===== src/rtl/rand_arbiter_pkg.sv =====
// Shared types and constants for the random-number arbiter.
// The RAND_ARBITER_FREERUN_EN build option is read in rand_arbiter.sv.
package rand_pkg;
  localparam int RAND_W = 16;
  localparam int SH_A   = 3;
  localparam int SH_B   = 11;
  localparam int SH_C   = 7;

  localparam logic [RAND_W-1:0] SEED_FIX = 16'h0001;

  typedef enum logic {WARM, READY} state_e;

  // An all-zero state is a fixed point of xorshift, so it is never loaded.
  function automatic logic [RAND_W-1:0] fix_seed(input logic [RAND_W-1:0] s);
    return (s == '0) ? SEED_FIX : s;
  endfunction
endpackage


===== src/rtl/rand_arbiter_if.sv =====
// Request/grant and seeding bundle between the arbiter and its requesters.
interface rand_arbiter_if #(parameter int N_REQ = 4);
  import rand_pkg::*;

  logic [RAND_W-1:0] seed;
  logic              seed_load;
  logic [N_REQ-1:0]  req;
  logic [N_REQ-1:0]  gnt;
  logic [RAND_W-1:0] rand_out;
  logic              rand_valid;
  logic              ready;

  modport master (
    output seed, seed_load, req,
    input  gnt, rand_out, rand_valid, ready
  );

  modport slave (
    input  seed, seed_load, req,
    output gnt, rand_out, rand_valid, ready
  );
endinterface


===== src/rtl/xorshift16_step.sv =====
// One combinational xorshift step: x^=x<<3; x^=x>>11; x^=x<<7 (16-bit).
module xorshift16_step
  import rand_pkg::*;
(
  input  logic [RAND_W-1:0] x_i,
  output logic [RAND_W-1:0] x_o
);
  logic [RAND_W-1:0] a, b;

  assign a   = x_i ^ (x_i << SH_A);
  assign b   = a ^ (a >> SH_B);
  assign x_o = b ^ (b << SH_C);
endmodule


===== src/rtl/rand_arbiter.sv =====
// Round-robin sharing of one xorshift16 generator; one value consumed per grant.
// Define RAND_ARBITER_FREERUN_EN to step the generator on every READY cycle.
module rand_arbiter
  import rand_pkg::*;
#(
  parameter int N_REQ  = 4,
  parameter int WARMUP = 2
) (
  input  logic           clk,
  input  logic           rst,
  rand_arbiter_if.slave  bus
);
  localparam int          PTR_W    = (N_REQ > 1) ? $clog2(N_REQ) : 1;
  localparam logic [3:0]  WARM_CNT = 4'(WARMUP);
  localparam state_e      INIT_ST  = (WARMUP > 0) ? WARM : READY;

  logic [RAND_W-1:0] x_q, x_d, x_step;
  logic [PTR_W-1:0]  ptr_q, ptr_d;
  logic [3:0]        cnt_q, cnt_d;
  state_e            state_q, state_d;

  logic [PTR_W-1:0]  idx [N_REQ];
  logic [N_REQ-1:0]  gnt_c;
  logic [PTR_W-1:0]  gidx;
  logic              found;
  logic              gnt_en;

  xorshift16_step u_step (
    .x_i (x_q),
    .x_o (x_step)
  );

  // Rotating priority: first asserted request at or after ptr, wrapping.
  always_comb begin
    gnt_c = '0;
    gidx  = '0;
    found = 1'b0;
    for (int i = 0; i < N_REQ; i++) begin
      idx[i] = PTR_W'((int'(ptr_q) + i) % N_REQ);
      if (!found && bus.req[idx[i]]) begin
        found          = 1'b1;
        gidx           = idx[i];
        gnt_c[idx[i]]  = 1'b1;
      end
    end
  end

  assign gnt_en         = (state_q == READY) && !rst && !bus.seed_load;
  assign bus.gnt        = gnt_en ? gnt_c : '0;
  assign bus.rand_valid = gnt_en && found;
  assign bus.rand_out   = x_q;
  assign bus.ready      = (state_q == READY) && (!rst || (WARMUP == 0));

  always_comb begin
    x_d     = x_q;
    ptr_d   = ptr_q;
    cnt_d   = cnt_q;
    state_d = state_q;
    if (bus.seed_load) begin
      x_d     = fix_seed(bus.seed);
      cnt_d   = WARM_CNT;
      state_d = INIT_ST;
    end else begin
      case (state_q)
        WARM: begin
          x_d   = x_step;
          cnt_d = cnt_q - 4'd1;
          if (cnt_q <= 4'd1) state_d = READY;
        end
        READY: begin
`ifdef RAND_ARBITER_FREERUN_EN
          x_d = x_step;
`endif
          if (found) begin
            x_d   = x_step;
            ptr_d = PTR_W'((int'(gidx) + 1) % N_REQ);
          end
        end
        default: state_d = INIT_ST;
      endcase
    end
  end

  always_ff @(posedge clk) begin
    if (rst) begin
      x_q     <= fix_seed(bus.seed);
      ptr_q   <= '0;
      cnt_q   <= WARM_CNT;
      state_q <= INIT_ST;
    end else begin
      x_q     <= x_d;
      ptr_q   <= ptr_d;
      cnt_q   <= cnt_d;
      state_q <= state_d;
    end
  end
endmodule


===== src/flat_wrapper.sv =====
// flat-port wrapper written by rule: the top's interface ports become plain ports
module rand_arbiter_flat import rand_pkg::*;
#(
  parameter int N_REQ  = 4,
  parameter int WARMUP = 2
)
  (clk, rst, bus_seed, bus_seed_load, bus_req, bus_gnt, bus_rand_out, bus_rand_valid, bus_ready);
  rand_arbiter_if #(.N_REQ(N_REQ)) bus_i ();
  input  logic clk;
  input  logic rst;
  input wire logic [$bits(bus_i.seed)-1:0] bus_seed;
  input wire logic [$bits(bus_i.seed_load)-1:0] bus_seed_load;
  input wire logic [$bits(bus_i.req)-1:0] bus_req;
  output wire logic [$bits(bus_i.gnt)-1:0] bus_gnt;
  output wire logic [$bits(bus_i.rand_out)-1:0] bus_rand_out;
  output wire logic [$bits(bus_i.rand_valid)-1:0] bus_rand_valid;
  output wire logic [$bits(bus_i.ready)-1:0] bus_ready;
  assign bus_i.seed = bus_seed;
  assign bus_i.seed_load = bus_seed_load;
  assign bus_i.req = bus_req;
  assign bus_gnt = bus_i.gnt;
  assign bus_rand_out = bus_i.rand_out;
  assign bus_rand_valid = bus_i.rand_valid;
  assign bus_ready = bus_i.ready;
  rand_arbiter #(.N_REQ(N_REQ), .WARMUP(WARMUP)) u_core (.clk(clk), .rst(rst), .bus(bus_i));
endmodule

===== config.mk =====
export PLATFORM = sky130hd
export DESIGN_NAME = rand_arbiter_flat
export DESIGN_NICKNAME = d
export VERILOG_FILES = /design/src/rtl/rand_arbiter_pkg.sv /design/src/rtl/rand_arbiter_if.sv /design/src/rtl/xorshift16_step.sv /design/src/rtl/rand_arbiter.sv /design/src/flat_wrapper.sv
export SDC_FILE = /design/constraint.sdc
export NUM_CORES = 1
export LEC_CHECK = 0
export BUFFER_PORTS_ARGS = -buffer_cell sky130_fd_sc_hd__buf_2
export CAP_MARGIN = 15
export CORE_UTILIZATION = 43
export CTS_BUF_LIST = sky130_fd_sc_hd__clkbuf_8 sky130_fd_sc_hd__clkbuf_16
export CTS_CLUSTER_DIAMETER = 120
export CTS_CLUSTER_SIZE = 40
export DETAILED_ROUTE_END_ITERATION = 8
export HOLD_SLACK_MARGIN = 0.02
export PLACE_DENSITY = 0.66
export SLEW_MARGIN = 20
export SYNTH_ARGS = -nofsm -noshare
export SYNTH_HDL_FRONTEND = slang
export SYNTH_SLANG_ARGS = --single-unit

===== constraint.sdc =====
create_clock -name clk -period 2.62 [get_ports clk]
set_input_delay 0.393 -clock clk [delete_from_list [all_inputs] [get_ports clk]]
set_output_delay 0.393 -clock clk [all_outputs]
set_load 0.01 [all_outputs]

==> results of run 1 <==
==> placed cells by master, fill, tap and decap left out, drive strengths merged, types with 3 or more instances in the layout <==
cell type / n
a21oi: 8
a22o: 4
buf: 56
clkbuf: 3
dfxtp: 7
edfxtp: 16
ha: 9
inv: 5
mux2: 5
mux2i: 5
mux4: 3
nand2: 18
nor2: 12
nor2b: 3
nor4: 5
o21ai: 19
or3b: 3
xnor2: 25
xor2: 8
==> metal layers <==
layer	global-route usage [%]	part of all wire, %
met5	0	0
met4	4.79	1.2
met3	3.72	4.4
met2	29.3	46
met1	26.2	48
==> repair_timing <==
| item | CTS | global route |
|---|---|---|
| buffers inserted | 3 | 3 |
| resized for setup | 8 | 2 |
| setup endpoints to repair | 4 | 4 |
| pin swaps | 9 | 1 |
==> logic make-up after synthesis <==
kind of cell             after synthesis  synth area share, %
buffers and inverters                 17                 5.43
XOR/XNOR                              33                 15.7
multiplexers                          13                 9.63
flip-flops                            23                 33.6
AO/OA/AOI/OAI                         42                 14.0
AND/OR/NAND/NOR                       54                 15.5
adder cells (fa/ha/maj)                9                 6.11
==> power by group through the flow <==
stage                     Clock, mW  Combinational (mW)  Sequential, mW
after floorplan                   0               0.356           0.540
after global placement            0               0.485           0.523
after detailed placement          0               0.496           0.526
after CTS                     0.226               0.506           0.517
after global routing          0.232               0.569           0.526
final                         0.219               0.510           0.516
==> registers in the layout, summed over array words and instances, names as in the netlist <==
signal	count
u_core.bus.rand_out	16
u_core.ptr_q	2
u_core.cnt_q	4
u_core.state_q	1
==> worst max-delay path: cells and delay by family, from the launching register on <==
| kind | cells | cell delay [ns] |
|---|---|---|
| AO/OA/AOI/OAI | 2 | 0.30 |
| adder cells (fa/ha/maj) | 1 | 0.28 |
| buffers and inverters | 3 | 0.37 |
| flip-flops | 1 | 0.34 |
| multiplexers | 2 | 0.73 |
==> through the flow <==
step,TNS [ns],cells
4_1_cts,0,285
5_1_grt,-0.445,288
3_5_place_dp,0,278
3_3_place_gp,0,278
2_1_floorplan,0,191
6_report,-0.133,288
==> cell type report <==
class                           count  area share [%]
Sequential cell                    23            28.3
Clock inverter                      1           0.170
Timing Repair Buffer               56            14.0
Inverter                            4           0.792
Clock buffer                        3            1.87
Tap cell                           50            2.83
Multi-Input combinational cell    151            52.0
==> final timing paths <==
| check | start | depth (start not counted) | endpoint | slack, ns |
|---|---|---|---|---|
| setup reg to reg | u_core.ptr_q[1]$_SDFFE_PP0P_ | 7 | u_core.ptr_q[1]$_SDFFE_PP0P_ | 0.29 |
| hold reg to reg | u_core.cnt_q[3]$_SDFFE_PP0N_ | 2 | u_core.cnt_q[3]$_SDFFE_PP0N_ | 0.54 |
| setup / recovery | u_core.ptr_q[1]$_SDFFE_PP0P_ | 8 | bus_gnt[0] | -0.05 |
| hold / removal | rst | 2 | u_core.ptr_q[0]$_SDFFE_PP0P_ | 0.34 |
==> results.py, run 1 <==
metrics = {
    "route": {
        "wl_um": 4030,
        "wl_per_cell_um": 14.0,
        "first_pass_iters": 4,
        "via_per_inst": 5.34,
        "drc": 0,
        "drt_iter0_markers": 67,
        "vias": 1538,
        "ant_nets": 0,
    },
    "cts": {
        "cts.hold.buffers_added": 0,
        "cts_made_buffers": 3,
        "clk_latency_ns": 0.27,
        "cts-root-buf": "clkbuf_8",
        "cts.clk_slew.worst_paths_ns": 0.08,
        "cts.htree.levels": 1,
        "cts_tree": "yes",
        "cts_sinks": 23,
        "cts.path.max_buffers": 2,
    },
    "setup_path": {
        "worstSetupPathType": "register to primary output",
        "slowest_stage": "mux4_2",
        "path_cells": "inv_2 -> ha_4 -> mux4_2 -> buf_4 -> a22o_1 -> mux2i_1 -> a21oi_1 -> buf_2",
        "crit_path_max_incr_delay_ns": 0.59,
        "crit_path_end_kind": "primary output",
        "cp.required_ns": 2.23,
        "critPathLaunchType": "register",
        "path_max_fanout": 5,
        "cp.arrival_ns": 2.28,
    },
    "placed_design": {
        "hpwl_um": 2990,
        "pre_cts_slack_ns": 0.125,
        "port_buffers": 44,
        "place_area_sq_um": 2090,
        "routabilityCongestion": 0.817,
    },
    "sta": {
        "maxSlewViolCount": 0,
        "finClkSkew_ns": 0.00567,
        "worst_slew_pin_slew_ns": 0.513,
        "period_needed_ns": 2.67,
        "fmax_mhz": 374,
        "maxSlewHeadroom_pct": 65.8,
        "finalWorstSetupSlack_ns": -0.0549,
        "hold_viol_final": 0,
        "min_period_over_period_pct": 102,
        "holdWs_ns": 0.336,
        "setup_viol": 3,
        "rsz0062_at_grt": "yes",
    },
    "power_and_ir_drop": {
        "p_sw_mw": 0.425,
        "p_comb_share_pct": 41.0,
        "clkPwrFrac_pct": 17.6,
        "switching_share_pct": 34.1,
        "p_leak_nw": 0.923,
        "ir_worst_vdd_mv": 0.218,
        "powerDensity_nw_per_um2": 563,
        "intPower_mw": 0.820,
        "seq_power_share_pct": 41.4,
        "finalPower_mw": 1.25,
    },
    "logic_synthesis": {
        "async_flop_share_pct": 0,
        "ys_seq_elements": 23,
        "synthCells": 191,
        "ys_top_cells_by_area": "edfxtp_1 (26%), xnor2_1 (12%), dfxtp_1 (7.6%)",
        "ys_types": 41,
        "yosysSeqAreaShare_pct": 33.6,
        "synth_area_sq_um": 1840,
        "synth-edff-count": 16,
        "avgSynthCellArea_sq_um": 9.66,
        "synth_commonest_cells": "xnor2_1 (25), o21ai_0 (19), nand2_1 (18)",
        "yosysWarnings": 0,
        "ys.flop_type": "edfxtp_1",
        "synth_nets": 223,
        "yosys.area.top_type": "edfxtp_1",
        "synth_top_area_share_pct": 26.1,
        "post-synth-top-count-cell": "xnor2_1",
    },
    "finish": {
        "areaGrowthSynthToFinish_pct": 19.9,
        "drive_above_1_share_pct": 32.4,
        "seq_area_sq_um": 626,
        "multiInputGateArea_sq_um": 1150,
        "antenna_cells": 0,
        "nFillCells": 381,
        "fin_nets": 271,
        "final_util_pct": 54.5,
        "design_area_sq_um": 2210,
    },
    "hold_path": {
        "hold_class": "input port to register",
    },
    "floorplanning": {
        "core_sq_um": 4060,
        "ioPinCount": 45,
        "initial_core_util_pct": 45.5,
        "die_w_um": 67.5,
        "row_count": 23,
        "dieArea_sq_um": 4550,
        "die_h_um": 67.5,
    },
    "global_route": {
        "grtUsageTotal_pct": 18.8,
        "grt_overflow_total": 0,
        "antenna_found_initial": 0,
        "grt_max_degree": 35,
        "grt_pass1_wl_um": 6510,
        "grt_pass1_vias": 1423,
    },
    "outcome": {
        "violations": "negative setup slack",
        "outcome": "complete, but fails checks",
    },
    "flow_run": {
        "cap_violations": 0,
    },
}
(Power assumes the default switching activity.)
==> inputs of run 2 (changes only) <==
Settings changed: CAP_MARGIN 15 to default, PLACE_DENSITY 0.66 to 0.69, SYNTH_HIERARCHICAL from default to 1.
==> run 2 against run 1 <==
  * The flow still finishes with violations (negative setup slack)
  * Critical path type unchanged
  * Clock power barely moved
  * Die area rose by 5.3%
  * Power is 8.3% higher
  * Sequential share of layout area decreased by 2.0 points
  * Critical path depth stayed put
  * Largest power group is now combinational logic
  * Area after synthesis increased by 5.5%
  * Sequential power is 2% higher
  * Non-clock buffer count unchanged
  * Worst setup slack improved by 0.0027 ns
  * Count of clock-buffer cells in the layout unchanged
==> results.py, run 2 <==
metrics = {
    "outcome": {
        "outcome": "complete, but fails checks",
        "violations": "negative setup slack",
    },
    "logic_synthesis": {
        "yosysWarnings": 6,
        "ys_top_cells_by_area": "edfxtp_1 (25%), nand2_1 (8.9%), xnor2_1 (7.7%)",
        "synth-edff-count": 16,
        "synth_area_sq_um": 1950,
        "post-synth-top-count-cell": "nand2_1",
        "synth_commonest_cells": "nand2_1 (46), xnor2_1 (17), edfxtp_1 (16)",
        "synthCells": 198,
        "yosys.area.top_type": "edfxtp_1",
        "avgSynthCellArea_sq_um": 9.83,
        "synth_top_area_share_pct": 24.7,
        "ys.flop_type": "edfxtp_1",
        "ys_types": 49,
        "async_flop_share_pct": 0,
        "synth_nets": 230,
        "ys_seq_elements": 23,
        "yosysSeqAreaShare_pct": 31.9,
    },
    "power_and_ir_drop": {
        "p_sw_mw": 0.444,
        "intPower_mw": 0.905,
        "clkPwrFrac_pct": 16.1,
        "seq_power_share_pct": 38.9,
        "powerDensity_nw_per_um2": 567,
        "ir_worst_vdd_mv": 0.281,
        "switching_share_pct": 32.9,
        "p_leak_nw": 1.08,
        "p_comb_share_pct": 45.0,
    },
    "global_route": {
        "grtUsageTotal_pct": 18.3,
        "grt_overflow_total": 0,
        "antenna_found_initial": 0,
        "grt_max_degree": 22,
        "grt_pass1_wl_um": 7310,
        "grt_pass1_vias": 1505,
    },
    "cts": {
        "cts_tree": "yes",
        "cts-root-buf": "clkbuf_8",
        "cts.path.max_buffers": 2,
        "cts_sinks": 23,
        "clk_latency_ns": 0.26,
        "cts.hold.buffers_added": 0,
        "cts.htree.levels": 1,
        "cts_made_buffers": 3,
        "cts.clk_slew.worst_paths_ns": 0.08,
    },
    "floorplanning": {
        "dieArea_sq_um": 4800,
        "core_sq_um": 4350,
        "die_w_um": 69.3,
        "ioPinCount": 45,
        "die_h_um": 69.3,
        "row_count": 24,
        "initial_core_util_pct": 44.7,
    },
    "placed_design": {
        "routabilityCongestion": 0.800,
        "port_buffers": 44,
        "hpwl_um": 3170,
        "place_area_sq_um": 2250,
    },
    "route": {
        "first_pass_iters": 4,
        "drt_iter0_markers": 75,
        "vias": 1600,
        "wl_per_cell_um": 14.5,
        "drc": 0,
        "via_per_inst": 5.32,
        "ant_nets": 0,
        "wl_um": 4370,
    },
    "sta": {
        "maxSlewHeadroom_pct": 65.6,
        "setup_viol": 4,
        "finalWorstSetupSlack_ns": -0.0522,
        "finClkSkew_ns": 0.00170,
        "holdWs_ns": 0.384,
        "min_period_over_period_pct": 102,
        "rsz0062_at_grt": "yes",
        "fmax_mhz": 374,
        "hold_viol_final": 0,
        "maxSlewViolCount": 0,
        "worst_slew_pin_slew_ns": 0.512,
        "period_needed_ns": 2.67,
    },
    "setup_path": {
        "crit_path_max_incr_delay_ns": 0.58,
        "cp.arrival_ns": 2.28,
        "r2r_start": "u_core/ptr_q[0]$_SDFFE_PP0P_",
        "path_max_fanout": 6,
        "critPathLaunchType": "register",
        "rr_endpoint": "u_core/ptr_q[1]$_SDFFE_PP0P_",
        "critical_path_buf_inv_count": 2,
        "path_cells": "clkinvlp_4 -> ha_4 -> mux4_2 -> nor2b_4 -> a22o_1 -> mux2i_1 -> a21oi_2 -> buf_2",
        "slowest_stage": "mux4_2",
        "worstSetupPathType": "register to primary output",
        "cp.required_ns": 2.23,
        "crit_path_end_kind": "primary output",
        "r2r_cells": 9,
        "r2r_slack_ns": 0.18,
        "cp_top_family": "multiplexers",
    },
    "finish": {
        "drive_above_1_share_pct": 35.7,
        "areaGrowthSynthToFinish_pct": 22.3,
        "layout_commonest_cell": "nand2_1",
        "design_area_sq_um": 2380,
        "fin_nets": 282,
        "antenna_cells": 0,
        "final_cell_mix": "nand2_1 (46), buf_2 (44), xnor2_1 (17)",
        "largest_reg_flops": 16,
    },
    "flow_run": {
        "cap_violations": 0,
    },
    "hold_path": {
        "hold_class": "input port to register",
        "holdPathStages": 2,
        "worstHoldEndpoint": "u_core/ptr_q[0]$_SDFFE_PP0P_",
        "hold_start": "rst",
    },
}
## run 2: timing repair
action	4_1_cts	5_1_grt
endpoints found under the setup margin	4	4
setup buffers	5	1
pin swaps	12	9
hold endpoints to repair	0	0
gates resized for setup	6	5
## run 2: area by class of cell
cell class | instances | area (sq um)
timing repair buffer | 56 | 310
clock buffer | 3 | 41.3
sequential | 23 | 626
multi-input combinational | 162 | 1320
fill | 394 | 1970
tap | 52 | 65.1
clock inverter | 1 | 3.75
inverter | 4 | 18.8
## run 2: metal layers
layer | global-route usage (%) | part of all wire, %
met5 | 0 | 0
met4 | 4.08 | 0.78
met3 | 1.89 | 4.1
met2 | 29.1 | 48
met1 | 26.9 | 47
## run 2: logic make-up (layout without fill, tap and decap cells)
logic type / after synthesis / after routing / synth area share [%]
compound gates: 29 / 29 / 11.4
mux: 12 / 12 / 7.97
simple gates: 80 / 80 / 19.7
buf+inv: 13 / 64 / 3.92
xor+xnor: 32 / 32 / 19.2
flops: 23 / 23 / 31.9
fa+ha+maj: 9 / 9 / 5.79
## run 2: worst max path at each step
stage	to	slack (ns)	depth (start not counted)	startpoint
3_3_place_gp	bus_gnt[3]	0.21	8	u_core/ptr_q[0]$_SDFFE_PP0P_
6_report	bus_gnt[2]	-0.05	8	u_core/ptr_q[0]$_SDFFE_PP0P_
2_1_floorplan	bus_gnt[2]	-0.01	9	u_core/ptr_q[0]$_SDFFE_PP0P_
3_5_place_dp	bus_gnt[2]	0.15	8	u_core/ptr_q[0]$_SDFFE_PP0P_
4_1_cts	bus_gnt[3]	-0.04	8	u_core/ptr_q[0]$_SDFFE_PP0P_
5_1_grt	bus_gnt[3]	-0.13	8	u_core/ptr_q[0]$_SDFFE_PP0P_
## run 2: metrics by stage
stage	setup WS, ns	instances	TNS, ns	power, mW	util (%)
final	-0.0522	301	-0.176	1.35	54.7
after global routing	-0.133	301	-0.500	1.43	54.7
after CTS	-0.0437	300	-0.137	1.35	54.1
after detailed placement	0.149	291	0	1.13	51.8
after global placement	0.211	291	0	1.12	51.8
after floorplan	-0.00978	198	-0.0196	0.992	-
## run 2: power groups by stage
stage	registers, mW	logic [mW]	clock network (mW)
floorplan	0.548	0.444	0
global placement	0.532	0.584	0
finish	0.525	0.607	0.217
detailed placement	0.534	0.591	0
CTS	0.526	0.604	0.223
global route	0.534	0.662	0.233
==> inputs of run 3 (changes only) <==
Settings changed: SYNTH_HIERARCHICAL 1 to default.
==> run 3 against run 2 <==
  * Sequential power shrank 2%
  * Cell count fell by 5.3%
  * Largest power group is now registers
  * The flow now finishes without violations
  * Largest cell class unchanged
  * Final area decreased by 8.6%
  * Die area fell by 5.1%
  * Count of clock-buffer cells in the layout stayed put
  * Critical path depth unchanged
  * Critical path type unchanged
  * Core utilization is 1.0 points lower
  * Routed wire length down 8.9%
  * Clock power fell by 2%
==> results.py, run 3 (same netlist as run 1, synthesis figures left out) <==
metrics = {
    "outcome": {
        "outcome": "finished clean",
    },
    "sta": {
        "fin_tns_setup_ns": 0,
        "finClkSkew_ns": 0.00223,
        "period_needed_ns": 2.61,
        "worst_slew_pin_slew_ns": 0.547,
        "maxSlewViolCount": 0,
        "setup_viol": 0,
        "fmax_mhz": 384,
        "rsz0062_at_grt": "yes",
        "maxSlewHeadroom_pct": 63.5,
        "min_period_over_period_pct": 99.5,
        "hold_viol_final": 0,
    },
    "placed_design": {
        "routabilityCongestion": 0.790,
        "hpwl_um": 2940,
        "port_buffers": 44,
    },
    "floorplanning": {
        "ioPinCount": 45,
        "initial_core_util_pct": 45.5,
        "dieArea_sq_um": 4550,
        "core_sq_um": 4060,
        "die_h_um": 67.5,
        "row_count": 23,
        "die_w_um": 67.5,
    },
    "power_and_ir_drop": {
        "p_leak_nw": 0.904,
        "ir_worst_vdd_mv": 0.273,
        "powerDensity_nw_per_um2": 562,
        "p_sw_mw": 0.410,
        "switching_share_pct": 33.5,
        "intPower_mw": 0.814,
        "seq_power_share_pct": 42.1,
        "clkPwrFrac_pct": 17.4,
        "p_comb_share_pct": 40.5,
    },
    "setup_path": {
        "r2r_cells": 7,
        "path_max_fanout": 6,
        "critPathLaunchType": "register",
        "worstSetupPathType": "register to primary output",
        "cp.required_ns": 2.23,
        "crit_path_end_kind": "primary output",
        "cp.arrival_ns": 2.21,
    },
    "finish": {
        "layout_commonest_cell": "buf_2",
        "fin_nets": 268,
        "drive_above_1_share_pct": 31.5,
        "antenna_cells": 0,
        "largest_reg_flops": 16,
        "multiInputGateArea_sq_um": 1140,
        "seq_area_sq_um": 626,
        "final_util_pct": 53.6,
        "areaGrowthSynthToFinish_pct": 18.0,
        "final_cell_mix": "buf_2 (44), xnor2_1 (25), nand2_1 (18)",
        "nFillCells": 395,
    },
    "cts": {
        "clk_latency_ns": 0.26,
        "cts_sinks": 23,
        "cts.clk_slew.worst_paths_ns": 0.08,
        "cts_tree": "yes",
        "cts-root-buf": "clkbuf_8",
        "cts.path.max_buffers": 2,
        "cts.htree.levels": 1,
        "cts.hold.buffers_added": 0,
        "cts_made_buffers": 3,
    },
    "route": {
        "first_pass_iters": 4,
        "via_per_inst": 5.44,
        "wl_um": 3980,
        "drt_iter0_markers": 90,
        "drc": 0,
        "ant_nets": 0,
        "wl_per_cell_um": 14.0,
        "vias": 1549,
    },
    "global_route": {
        "grt_pass1_vias": 1358,
        "grt_max_degree": 35,
        "antenna_found_initial": 0,
        "grt_overflow_total": 0,
        "grtUsageTotal_pct": 17.7,
        "grt_pass1_wl_um": 6140,
    },
    "hold_path": {
        "holdPathStages": 2,
        "hold_class": "input port to register",
    },
    "flow_run": {
        "cap_violations": 0,
    },
}
==> run 3: repair_timing <==
item	CTS	global route
gates resized for setup	4	4
setup endpoints to repair	4	4
endpoints found under the hold margin	0	0
pin swaps	1	7
setup buffers	4	1
==> run 3: area by class of cell <==
type / instances / area share, %
multi-input combinational: 151 / 52.4
clock buffer: 3 / 1.90
timing repair buffer: 53 / 13.2
clock inverter: 1 / 0.173
sequential: 23 / 28.8
tap: 50 / 2.88
inverter: 4 / 0.690
==> run 3: worst paths after layout <==
kind	start	endpoint	slack [ns]
max	u_core.ptr_q[1]$_SDFFE_PP0P_	bus_gnt[1]	0.01
min	rst	u_core.ptr_q[0]$_SDFFE_PP0P_	0.34
max reg2reg	u_core.ptr_q[1]$_SDFFE_PP0P_	u_core.ptr_q[1]$_SDFFE_PP0P_	0.27
min reg2reg	u_core.cnt_q[3]$_SDFFE_PP0N_	u_core.cnt_q[3]$_SDFFE_PP0N_	0.53
==> run 3: per-layer routing <==
layer	global-route usage (%)	up-vias	part of all wire, %
met5	0	-	0
met4	6.38	0	1.5
met3	2.70	7	5.4
met2	28.0	52	47
met1	24.3	718	46
li1	-	772	-
==> run 3: power groups by stage <==
| stage | combinational, mW | sequential [mW] | clock, mW |
|---|---|---|---|
| floorplan | 0.356 | 0.540 | 0 |
| global placement | 0.483 | 0.522 | 0 |
| detailed placement | 0.487 | 0.525 | 0 |
| CTS | 0.497 | 0.517 | 0.218 |
| global route | 0.544 | 0.525 | 0.235 |
| finish | 0.496 | 0.515 | 0.213 |
==> run 3: critical path, stage by stage, from the launching register on <==
cell and delay [ns]:
dfxtp_2 0.34, inv_2 0.06, ha_4 0.27, mux4_2 0.59, nor2b_4 0.20, a22o_1 0.14
mux2i_1 0.06, a21oi_1 0.14, buf_2 0.15
==> run 3: per-stage QoR <==
step / instance area (sq um) / hold slack, ns / cells / power [mW] / setup slack [ns]
final: 2180 / 0.342 / 285 / 1.22 / 0.0130
after global routing: 2180 / 0.343 / 285 / 1.30 / -0.103
after CTS: 2170 / 0.343 / 284 / 1.23 / 0.00337
after detailed placement: 2090 / 0.524 / 277 / 1.01 / 0.0571
after global placement: 2090 / 0.512 / 277 / 1.01 / 0.153
after floorplan: 1860 / 0.456 / 191 / 0.896 / 0.00519
